--- config.mk ---
export PLATFORM = sky130hd
export DESIGN_NAME = lif_host_sequencer
export DESIGN_NICKNAME = d
export VERILOG_FILES = /design/src/rtl/lif_host_pkg.sv /design/src/rtl/lif_out_decoder.sv /design/src/rtl/lif_host_sequencer.sv
export SDC_FILE = /design/constraint.sdc
export NUM_CORES = 1
export LEC_CHECK = 0
export BUFFER_PORTS_ARGS = -buffer_cell sky130_fd_sc_hd__clkbuf_2
export CORE_AREA = 2 2 120 122
export DETAILED_ROUTE_END_ITERATION = 6
export DIE_AREA = 0 0 122 124
export PLACE_DENSITY = 0.56
export SLEW_MARGIN = 20
export SYNTH_ARGS = -nofsm -noshare
export SYNTH_HDL_FRONTEND = slang
export SYNTH_SLANG_ARGS = --single-unit
--- constraint.sdc ---
create_clock -name clk -period 2.44 [get_ports clk]
set_input_delay 0.244 -clock clk [delete_from_list [all_inputs] [get_ports clk]]
set_output_delay 0.244 -clock clk [all_outputs]
set_load 0.02 [all_outputs]
--- src/rtl/lif_host_pkg.sv ---
// Shared state encoding and constants for the LIF neuron host sequencer.
package lif_host_pkg;

  typedef enum logic [2:0] {
    ST_IDLE  = 3'd0,
    ST_RESET = 3'd1,
    ST_GAP   = 3'd2,
    ST_PARAM = 3'd3,
    ST_SETUP = 3'd4,
    ST_RUN   = 3'd5
  } state_t;

  localparam logic [1:0] PW_E_REST = 2'd0;
  localparam logic [1:0] PW_E_TAU  = 2'd1;
  localparam logic [1:0] PW_V_TH   = 2'd2;
  localparam int         N_PARAM   = 3;

  localparam int DEF_PIPE_LAT = 9;
  localparam int DEF_N_INIT   = 8;

endpackage

--- src/rtl/lif_out_decoder.sv ---
// Neuron output capture: RUN latency counter, v_out/spike unpack and a
// saturating spike counter.
module lif_out_decoder
  import lif_host_pkg::*;
#(
  parameter int PIPE_LAT = DEF_PIPE_LAT,
  parameter int SPK_W    = 16
) (
  input  logic             clk,
  input  logic             rst,
  input  logic             clear,
  input  logic             run,
  input  logic             run_next,
  input  logic [7:0]       nrn_uo_out,
  input  logic [7:0]       nrn_uio_out,
  input  logic [7:0]       nrn_uio_oe,
  output logic             v_valid,
  output logic [15:0]      v_out,
  output logic             spike,
  output logic [SPK_W-1:0] spike_count
);

  localparam int              LW      = $clog2(PIPE_LAT + 1);
  localparam logic [LW-1:0]    LAT_MAX = '1;
  localparam logic [LW-1:0]    LAT_GO  = LW'(PIPE_LAT - 1);
  localparam logic [SPK_W-1:0] CNT_MAX = '1;

  logic [LW-1:0] lat_cnt;
  logic          capture;
  logic          unused_oe;

  // Capture only while the FSM stays in RUN, so a stop drops v_valid at once.
  assign capture   = run & run_next & (lat_cnt >= LAT_GO) & nrn_uio_oe[0];
  assign unused_oe = ^nrn_uio_oe[7:1];

  // Cycles spent in RUN since entry; holds at all-ones.
  always_ff @(posedge clk) begin
    if (rst) begin
      lat_cnt <= '0;
    end else if (!run) begin
      lat_cnt <= '0;
    end else if (lat_cnt != LAT_MAX) begin
      lat_cnt <= lat_cnt + LW'(1);
    end else begin
      lat_cnt <= lat_cnt;
    end
  end

  // Registered neuron outputs and spike tally.
  always_ff @(posedge clk) begin
    if (rst) begin
      v_valid     <= 1'b0;
      v_out       <= 16'h0000;
      spike       <= 1'b0;
      spike_count <= '0;
    end else begin
      v_valid <= capture;
      v_out   <= capture ? {nrn_uo_out, nrn_uio_out[7:1], 1'b0} : 16'h0000;
      spike   <= capture & nrn_uio_out[0];
      if (clear) begin
        spike_count <= '0;
      end else if (capture && nrn_uio_out[0] && (spike_count != CNT_MAX)) begin
        spike_count <= spike_count + SPK_W'(1);
      end else begin
        spike_count <= spike_count;
      end
    end
  end

endmodule

--- src/rtl/lif_host_sequencer.sv ---
// Host-side sequencer for the LIF neuron pin protocol: reset, parameter and
// initial-V load, then current streaming with decoded neuron outputs.
module lif_host_sequencer
  import lif_host_pkg::*;
#(
  parameter int N_INIT   = DEF_N_INIT,
  parameter int PAR_GAP  = 2,
  parameter int RST_CYC  = 2,
  parameter int PIPE_LAT = DEF_PIPE_LAT,
  parameter int SPK_W    = 16
) (
  input  logic             clk,
  input  logic             rst,
  input  logic             start,
  input  logic             stop,
  input  logic [15:0]      cfg_e_rest,
  input  logic [15:0]      cfg_e_tau,
  input  logic [15:0]      cfg_v_th,
  input  logic             init_valid,
  input  logic [15:0]      init_data,
  output logic             init_ready,
  input  logic             cur_valid,
  input  logic [7:0]       cur_data,
  output logic             cur_ready,
  output logic             nrn_rst,
  output logic [7:0]       nrn_ui_in,
  output logic [7:0]       nrn_uio_in,
  input  logic [7:0]       nrn_uo_out,
  input  logic [7:0]       nrn_uio_out,
  input  logic [7:0]       nrn_uio_oe,
  output logic             v_valid,
  output logic [15:0]      v_out,
  output logic             spike,
  output logic [SPK_W-1:0] spike_count,
  output logic             busy,
  output logic             init_err
);

  localparam logic [7:0] STEP_MAX = 8'hFF;

  state_t      state;
  state_t      state_nx;
  logic [7:0]  step;
  logic [7:0]  step_nx;
  logic [15:0] e_rest_q;
  logic [15:0] e_tau_q;
  logic [15:0] v_th_q;
  logic        nrn_rst_nx;
  logic [15:0] bus_nx;
  logic        init_err_nx;
  logic        go;

  assign go = (state == ST_IDLE) & start;

  // Next-state and per-state step counter.
  always_comb begin
    state_nx = state;
    step_nx  = (step == STEP_MAX) ? step : step + 8'd1;
    case (state)
      ST_IDLE: begin
        step_nx = 8'd0;
        if (start) state_nx = ST_RESET;
        else       state_nx = ST_IDLE;
      end
      ST_RESET: begin
        if (step == 8'(RST_CYC - 1)) begin
          state_nx = ST_GAP;
          step_nx  = 8'd0;
        end else begin
          state_nx = ST_RESET;
        end
      end
      ST_GAP: begin
        if (step == 8'(PAR_GAP - 1)) begin
          state_nx = ST_PARAM;
          step_nx  = 8'd0;
        end else begin
          state_nx = ST_GAP;
        end
      end
      ST_PARAM: begin
        if (step == 8'(N_PARAM - 1)) begin
          state_nx = ST_SETUP;
          step_nx  = 8'd0;
        end else begin
          state_nx = ST_PARAM;
        end
      end
      ST_SETUP: begin
        if (step == 8'(N_INIT - 1)) begin
          state_nx = ST_RUN;
          step_nx  = 8'd0;
        end else begin
          state_nx = ST_SETUP;
        end
      end
      ST_RUN: begin
        step_nx = 8'd0;
        if (stop) state_nx = ST_IDLE;
        else      state_nx = ST_RUN;
      end
      default: begin
        state_nx = ST_IDLE;
        step_nx  = 8'd0;
      end
    endcase
  end

  // Pin values for the next cycle; leaving for IDLE parks the neuron at once.
  always_comb begin
    nrn_rst_nx  = 1'b0;
    bus_nx      = 16'h0000;
    init_err_nx = go ? 1'b0 : init_err;
    if (state_nx == ST_IDLE) begin
      nrn_rst_nx = 1'b1;
    end else begin
      case (state)
        ST_IDLE, ST_RESET: nrn_rst_nx = 1'b1;
        ST_GAP:            bus_nx = 16'h0000;
        ST_PARAM: begin
          case (step[1:0])
            PW_E_REST: bus_nx = e_rest_q;
            PW_E_TAU:  bus_nx = e_tau_q;
            PW_V_TH:   bus_nx = v_th_q;
            default:   bus_nx = 16'h0000;
          endcase
        end
        ST_SETUP: begin
          if (init_valid) begin
            bus_nx = init_data;
          end else begin
            bus_nx      = 16'h0000;
            init_err_nx = 1'b1;
          end
        end
        ST_RUN:  bus_nx = {(cur_valid ? cur_data : 8'h00), 8'h00};
        default: nrn_rst_nx = 1'b1;
      endcase
    end
  end

  // State, latched configuration and registered outputs.
  always_ff @(posedge clk) begin
    if (rst) begin
      state      <= ST_IDLE;
      step       <= 8'd0;
      e_rest_q   <= 16'h0000;
      e_tau_q    <= 16'h0000;
      v_th_q     <= 16'h0000;
      nrn_rst    <= 1'b1;
      nrn_ui_in  <= 8'h00;
      nrn_uio_in <= 8'h00;
      init_ready <= 1'b0;
      cur_ready  <= 1'b0;
      busy       <= 1'b0;
      init_err   <= 1'b0;
    end else begin
      state <= state_nx;
      step  <= step_nx;
      if (go) begin
        e_rest_q <= cfg_e_rest;
        e_tau_q  <= cfg_e_tau;
        v_th_q   <= cfg_v_th;
      end else begin
        e_rest_q <= e_rest_q;
        e_tau_q  <= e_tau_q;
        v_th_q   <= v_th_q;
      end
      nrn_rst    <= nrn_rst_nx;
      nrn_ui_in  <= bus_nx[15:8];
      nrn_uio_in <= bus_nx[7:0];
      init_ready <= (state_nx == ST_SETUP);
      cur_ready  <= (state_nx == ST_RUN);
      busy       <= (state_nx != ST_IDLE);
      init_err   <= init_err_nx;
    end
  end

  lif_out_decoder #(
    .PIPE_LAT (PIPE_LAT),
    .SPK_W    (SPK_W)
  ) u_dec (
    .clk         (clk),
    .rst         (rst),
    .clear       (go),
    .run         (state == ST_RUN),
    .run_next    (state_nx == ST_RUN),
    .nrn_uo_out  (nrn_uo_out),
    .nrn_uio_out (nrn_uio_out),
    .nrn_uio_oe  (nrn_uio_oe),
    .v_valid     (v_valid),
    .v_out       (v_out),
    .spike       (spike),
    .spike_count (spike_count)
  );

endmodule

==> results of run 1 <==
[cells in the mapped netlist (3+ instances only)]
library cell / number
dfxtp_1: 117
nand2_1: 109
a21oi_1: 70
nor2_1: 54
clkbuf_1: 23
and4_1: 18
a222oi_1: 16
nand3_1: 16
buf_2: 12
inv_1: 11
a211oi_1: 9
a221oi_1: 8
nor3_1: 8
and3_1: 7
ha_1: 7
a21o_1: 6
xnor2_1: 5
a31oi_1: 4
buf_4: 4
nand2b_1: 4
o21bai_1: 4
a31o_2: 3
a41o_1: 3
and2_1: 3
mux2i_1: 3
nand4_1: 3
nor2b_1: 3
nor4_4: 3
[power groups by stage]
stage / clock [mW] / sequential [mW] / combinational [mW]
final: 2.40 / 2.02 / 0.413
after global routing: 2.54 / 2.03 / 0.462
after CTS: 2.46 / 2.02 / 0.415
after floorplan: 0 / 2.05 / 0.253
after detailed placement: 0 / 2.06 / 0.413
after global placement: 0 / 2.05 / 0.407
[registers in the layout (all words and copies together) (netlist names), 3 cells and up]
| signal | flops |
|---|---|
| u_dec.lat_cnt | 4 |
| state | 3 |
| nrn_ui_in | 8 |
| v_th_q | 16 |
| e_tau_q | 16 |
| step | 8 |
| u_dec.v_out | 15 |
| e_rest_q | 16 |
| nrn_uio_in | 8 |
| u_dec.spike_count | 16 |
[worst min-delay path, stage by stage]
cell,delay (ns)
clkbuf_2,0.08
nand2_1,0.04
a21oi_1,0.05
[what timing repair did]
action / in CTS / in global routing
setup endpoints to repair: 0 / 9
hold buffers: 0 / 0
resized for setup: 0 / 1
[metal layers]
| metal | part of all wire, % | vias up | global-route usage, % |
|---|---|---|---|
| li1 | - | 2332 | - |
| met1 | 48 | 2145 | 25.6 |
| met2 | 45 | 162 | 28.5 |
| met3 | 6.4 | 11 | 6.14 |
| met4 | 1.1 | 0 | 5.39 |
| met5 | 0 | - | 0 |
[final timing paths]
kind,start,endpoint,depth (start not counted)
setup / recovery,step[0],nrn_ui_in[0],6
hold reg to reg,e_tau_q[9],e_tau_q[9],2
setup reg to reg,step[0],nrn_ui_in[0],6
hold / removal,cfg_v_th[11],v_th_q[11],3
[kinds of logic (layout without fill, tap and decap cells)]
| kind of cell | count (synthesis) | count (layout) | synth area share (%) |
|---|---|---|---|
| and+or+nand+nor | 253 | 253 | 27.1 |
| buffers and inverters | 51 | 206 | 4.44 |
| xor gates and xnor gates | 6 | 6 | 1.05 |
| adders and majority gates | 7 | 7 | 1.75 |
| muxes | 3 | 3 | 0.599 |
| DFF | 117 | 117 | 46.7 |
| other | 1 | 1 | 0.0748 |
| AOI/OAI and AO/OA | 135 | 135 | 18.3 |
[metrics by stage]
| step | cell area, sq um | total power, mW | instances |
|---|---|---|---|
| after CTS | 6490 | 4.89 | 908 |
| after global placement | 5920 | 2.46 | 876 |
| after detailed placement | 5920 | 2.47 | 876 |
| final | 6490 | 4.83 | 908 |
| after floorplan | 5010 | 2.30 | 573 |
| after global routing | 6490 | 5.03 | 908 |
[final cells by class]
class                      instances  area share (%)
tap                              180            3.47
clock inverter                     9            1.58
sequential                       117            36.1
multi-input combinational        405            37.9
inverter                          11           0.636
timing repair buffer             163            13.1
clock buffer                      23            7.21
==> reports/results.env, run 1 <==
MAX_SLEW_MARGIN_PCT=55.9
POWER_FRAC_SEQ_PCT=41.8
SKEW_NS=0.00473
SYNTH_EDF_COUNT=0
SYNTH_FLOP_CELL='dfxtp_1'
ASYNCSETRESETFLOPFRACSYNTH_PCT=0
INITIAL_UTILIZATION_PCT=36.5
STD_CELL_ROWS=43
FIRST_GLOBAL_VIAS=4289
ROOT_BUFFER='clkbuf_16'
CRIT_FAMILY='compound AO/OA/AOI/OAI gates'
GP_ROUTABILITY_CONGESTION=0.840
N_ANTENNA_CELL=0
SYNTH.FF_LATCH_COUNT=117
SYNTH_CELL_TYPE_COUNT=59
FINAL_HPWL_FROM_DETAILED_PLACEMENT_MICRONS=10300
FP.COREAREA_SQ_UM=13700
SEQUENTIAL_CELL_AREA_IN_THE_FINAL_LAYOUT_SQ_UM=2340
FINAL_MIN_PERIOD_OVER_CLOCK_PERIOD_PCT=88.1
LARGEST_AREA_CONTRIBUTOR_IN_THE_SYNTHESIZED_NETLIST='dfxtp_1'
CLK_PATH_BUF_DEPTH=2
WORST_PATH_LARGEST_CELL_DELAY_NS=0.58
MAX_CAP_VIOLATIONS=0
IO_BUFFER_COUNT=148
FINALNETCOUNT=824
SYN-NUM-NETS=682
INTERNAL_POWER_mW=3.69
SETUP_WS_NS=0.291
CLOCK_NETWORK_FRACTION_OF_DESIGN_POWER_PCT=49.7
POST_DRT_VIA_CELL_RATIO=5.12
CP_DATA_ARRIVAL_TIME_NS=2.41
WORSTPATHMAXFANOUT=11
LAYOUT.CELLS.MOST_COMMON='clkbuf_2'
GRT_ANTENNA_BEFORE_REPAIR=0
DETAIL_ROUTE.WIRELENGTH_MICRONS=14000
WORSTSKEWPAIRLATENCY_NS=0.41
AVGSYNTHCELLAREA_SQ_UM=8.75
GRT_START_MAX_NET_PINS=50
SYNTHESIS.AREA_SQ_UM=5010
REG2REG_SLACK_NS=0.29
POWER-PER-CELL-AREA_nW_PER_UM2=744
MOSTFREQUENTLAYOUTCELLS='148 x clkbuf_2, 117 x dfxtp_1, 109 x nand2_1'
FP.DIEH_MICRONS=124
STARTPOINT_TYPE='flop'
YOSYSSEQAREASHARE_PCT=46.7
N_FILL_CELL=1348
POWER.SWITCHING_FRACTION_PCT=23.6
STATUS='finished clean'
ROUTE.DETAILED.WL_PER_INST_MICRONS=15.4
POWER_FRAC_COMB_PCT=8.6
GRT_FIRST_PASS_WIRELENGTH_MICRONS=21900
H-TREE-DEPTH=4
HOLD_WS_NS=0.0478
GROUTE.USAGE.OVERALL_PCT=18.8
CTS_INSERTED_BUFFERS=17
FINALMAXSLEWVIOLATIONS=0
CRITPATHKIND='flop to flop'
SETUP_TOTAL_NEGATIVE_SLACK_NS=0
GLOBAL_ROUTE.OVERFLOW_TOTAL=0
DRC_ERRORS=0
MIN_PATH_TYPE='primary input to flop'
IRDROPWORSTVDD_mV=0.425
CTS_TREE='done'
DRIVE_GT1_SHARE_PCT=29.3
POST_CTS.REPAIR.SETUP_BUFFERS=0
SYNTH.AREA.TOP_CELLS='dfxtp_1 47%, nand2_1 8.2%, a21oi_1 7.0%'
ROUTED-VIA-COUNT=4650
MULTI_INPUT_GATE_AREA_SQ_UM=2460
PIN_COUNT=157
DR.PASS1.ITERS=5
SWITCHING_POWER_mW=1.14
WORSTPATHREQUIRED_NS=2.70
REPORT.FINAL.SETUP_VIOL=0
FINALCRITICALPERIOD_NS=2.15
SLOWEST_STAGE='a222oi_1'
CTS_NUM_SINKS=117
CRITICAL_PATH_CELL_BY_CELL='inv_1 > ha_1 > a222oi_1 > nor2_1 > a221oi_1 > a211oi_1'
LAYOUT.CORE_UTILIZATION_PCT=47.3
FINAL-HOLD-VIOLATION-COUNT=0
CP_NUM_BUF_INV=1
DPL_WORST_SLACK_NS=0.179
TOTAL_LEAKAGE_POWER_nW=2.73
YS.WARNINGS.COUNT=0
DRTITER0DRC=382
POST_SYNTH_INST_COUNT=573
TIGHTEST_SLEW_NS=0.660
CLK_TRANSITION_REPORTED_PATHS_NS=0.05
CP-END-KIND='flop'
POST-SYNTH-TOP-AREA-FRACTION_PCT=46.7
DIE_WIDTH_MICRONS=122
AREAGROWTHSYNTHTOFINISH_PCT=29.5
POSTROUTEANTENNANETS=0
GRT_SETUP_UNREPAIRED='no'
FMAX_MHz=465
DIE_AREA_SQ_UM=15100
(Power assumes the default switching activity.)
==> run 2, diff against run 1 <==
--- a/config.mk
+++ b/config.mk
@@ -5,10 +5,12 @@
 export SDC_FILE = /design/constraint.sdc
 export NUM_CORES = 1
 export LEC_CHECK = 0
+export ABC_AREA = 1
 export BUFFER_PORTS_ARGS = -buffer_cell sky130_fd_sc_hd__clkbuf_2
 export CORE_AREA = 2 2 120 122
 export DETAILED_ROUTE_END_ITERATION = 6
 export DIE_AREA = 0 0 122 124
+export GPL_TIMING_DRIVEN = 0
 export PLACE_DENSITY = 0.56
 export SLEW_MARGIN = 20
 export SYNTH_ARGS = -nofsm -noshare
==> reports/results.env, run 2 <==
SLOWEST_STAGE='dfxtp_1'
MAX_SLEW_MARGIN_PCT=66.1
DETAIL_ROUTE.WIRELENGTH_MICRONS=14000
ASYNCSETRESETFLOPFRACSYNTH_PCT=0
H-TREE-DEPTH=4
POST-SYNTH-TOP-AREA-FRACTION_PCT=46.4
DRC_ERRORS=0
DIE_WIDTH_MICRONS=122
STATUS='finished clean'
CLK_TRANSITION_REPORTED_PATHS_NS=0.05
GROUTE.USAGE.OVERALL_PCT=18.9
POST_SYNTH_INST_COUNT=672
SETUP_TOTAL_NEGATIVE_SLACK_NS=0
FINALMAXSLEWVIOLATIONS=0
CRITPATHKIND='flop to flop'
TOTAL_POWER_mW=5.29
FINAL_HPWL_FROM_DETAILED_PLACEMENT_MICRONS=10900
DRTITER0DRC=299
AREAGROWTHSYNTHTOFINISH_PCT=32.3
TOTAL_LEAKAGE_POWER_nW=2.98
WORSTPATHMAXFANOUT=10
YOSYSSEQAREASHARE_PCT=46.4
MAX_CAP_VIOLATIONS=0
FP.COREAREA_SQ_UM=13700
ROUTED-VIA-COUNT=4889
LAYOUT.CELLS.MOST_COMMON='clkbuf_2'
SYNTHESIS.AREA_SQ_UM=5040
CTS_TREE='done'
POST_CTS_RESIZE_COUNT=0
GRT_ANTENNA_BEFORE_REPAIR=0
SYNTH.FF_LATCH_COUNT=117
FINAL-HOLD-VIOLATION-COUNT=0
N_FILL_CELL=1371
WORST_PATH_LARGEST_CELL_DELAY_NS=0.35
SYNTH.AREA.TOP_CELLS='dfxtp_1 46%, nor2_1 8.9%, o21ai_0 7.8%'
POST_CTS.REPAIR.SETUP_BUFFERS=0
REPORT.FINAL.SETUP_VIOL=0
CTS_NUM_SINKS=117
TIGHTEST_SLEW_NS=0.505
SYNTH_EDF_COUNT=0
FMAX_MHz=465
ROUTE.DETAILED.WL_PER_INST_MICRONS=13.6
FP.DIEH_MICRONS=124
MOSTFREQUENTLAYOUTCELLS='148 x clkbuf_2, 119 x nor2_1, 117 x dfxtp_1'
SYNTH_FLOP_CELL='dfxtp_1'
CP_DATA_ARRIVAL_TIME_NS=2.44
LARGEST_AREA_CONTRIBUTOR_IN_THE_SYNTHESIZED_NETLIST='dfxtp_1'
POST_DRT_VIA_CELL_RATIO=4.74
FIRST_GLOBAL_VIAS=4489
SYNTH.MOST_COMMON_CELL='nor2_1'
SYNTH_COMMONEST_CELLS='119 x nor2_1, 117 x dfxtp_1, 93 x nand2_1, 79 x o21ai_0, 71 x inv_1'
SKEW_NS=0.00849
FINALCRITICALPERIOD_NS=2.15
CLK_PATH_BUF_DEPTH=2
DRIVE_GT1_SHARE_PCT=25.8
CP-END-KIND='flop'
N_ANTENNA_CELL=0
ROOT_BUFFER='clkbuf_16'
NUMBER_OF_BUFFERS_INSERTED_BY_HOLD_REPAIR_AT_CTS=0
FINALNETCOUNT=948
POWER-PER-CELL-AREA_nW_PER_UM2=792
GRT_START_MAX_NET_PINS=17
INITIAL_UTILIZATION_PCT=36.8
GLOBAL_ROUTE.OVERFLOW_TOTAL=0
PIN_COUNT=157
SYN-NUM-NETS=781
GP_ROUTABILITY_CONGESTION=0.864
STD_CELL_ROWS=43
CTS_INSERTED_BUFFERS=17
DR.PASS1.ITERS=5
IO_BUFFER_COUNT=148
WORSTSKEWPAIRLATENCY_NS=0.42
POSTROUTEANTENNANETS=0
GRT_SETUP_UNREPAIRED='no'
STARTPOINT_TYPE='flop'
AVGSYNTHCELLAREA_SQ_UM=7.51
IRDROPWORSTVDD_mV=0.459
GRT_FIRST_PASS_WIRELENGTH_MICRONS=21900
SYNTH_CELL_TYPE_COUNT=40
DIE_AREA_SQ_UM=15100
YS.WARNINGS.COUNT=0
MIN_PATH_TYPE='primary input to flop'
CRITICAL_PATH_CELL_BY_CELL='inv_1 > ha_1 > clkbuf_1 > nand2_1 > o21ai_2 > nand3_1 > o21bai_4 > buf_4 > a21oi_1'
FINAL_MIN_PERIOD_OVER_CLOCK_PERIOD_PCT=88.1
WORSTPATHREQUIRED_NS=2.73
## run 2: changes by cell type in the layout (fill, tap and decap cells not counted), sizes merged, moves of 12 or more
cell / delta
clkbuf: +20
xor2: +12
nor2: +67
and4: -18
inv: +64
o21ai: +82
a222oi: -16
## run 2: area by class of cell
cell class	instances	area, sq um	share of cell area [%]
plain buffers	28	148	2.21
clock buffers	25	495	7.43
clock inverters	7	166	2.49
inverters	75	287	4.29
multi-input cells	452	2270	34.0
flip-flops and latches	117	2340	35.1
well taps	180	225	3.38
repair buffers	148	741	11.1
## run 2: layer usage
metal / up-vias / GRT usage, % / routed length (microns)
li1: 2499 / - / -
met1: 2198 / 25.2 / 6590
met2: 165 / 28.7 / 6220
met3: 27 / 5.04 / 947
met4: 0 / 8.33 / 274
met5: - / 0 / 0
## run 2: worst paths after layout
path         slack [ns]             end           start  cells after the start
max                0.29   nrn_uio_in[4]         step[0]                      9
min                0.02  u_dec.v_out[2]  nrn_uio_out[2]                      3
max reg2reg        0.29   nrn_uio_in[4]         step[0]                      9
min reg2reg        0.45      e_tau_q[5]      e_tau_q[5]                      2
## run 2: power breakdown
| group | internal, mW | switching [mW] | total, mW |
|---|---|---|---|
| clock | 1.92 | 0.863 | 2.79 |
| sequential | 2.00 | 0.0394 | 2.04 |
| combinational | 0.165 | 0.294 | 0.459 |
## run 2: kinds of logic (layout without fill, tap and decap cells)
group           after synthesis  in the layout  share of synthesized area, %
xor+xnor                     14             14                          2.43
flops                       117            117                          46.4
other cells                   1              1                        0.0743
simple gates                260            260                          21.8
fa+ha+maj                     7              7                          1.74
compound gates              170            170                          18.9
buf+inv                     103            283                          8.61
## run 2: stage by stage
stage	hold slack [ns]	instances	cell area, sq um	utilization (%)	setup slack, ns
floorplan	0.316	672	5040	-	0.694
CTS	0.00793	1032	6670	48.6	0.286
detailed placement	0.439	1000	6010	43.8	0.304
finish	0.0226	1032	6670	48.6	0.290
global route	0.0184	1032	6670	48.6	0.132
global placement	0.435	1000	6010	43.8	0.328
## run 2: critical path: cells and delay by family, from the launching register on
kind	cells	cell delay, ns
compound gates	3	0.56
buf+inv	3	0.67
flops	1	0.35
fa+ha+maj	1	0.15
simple gates	2	0.31
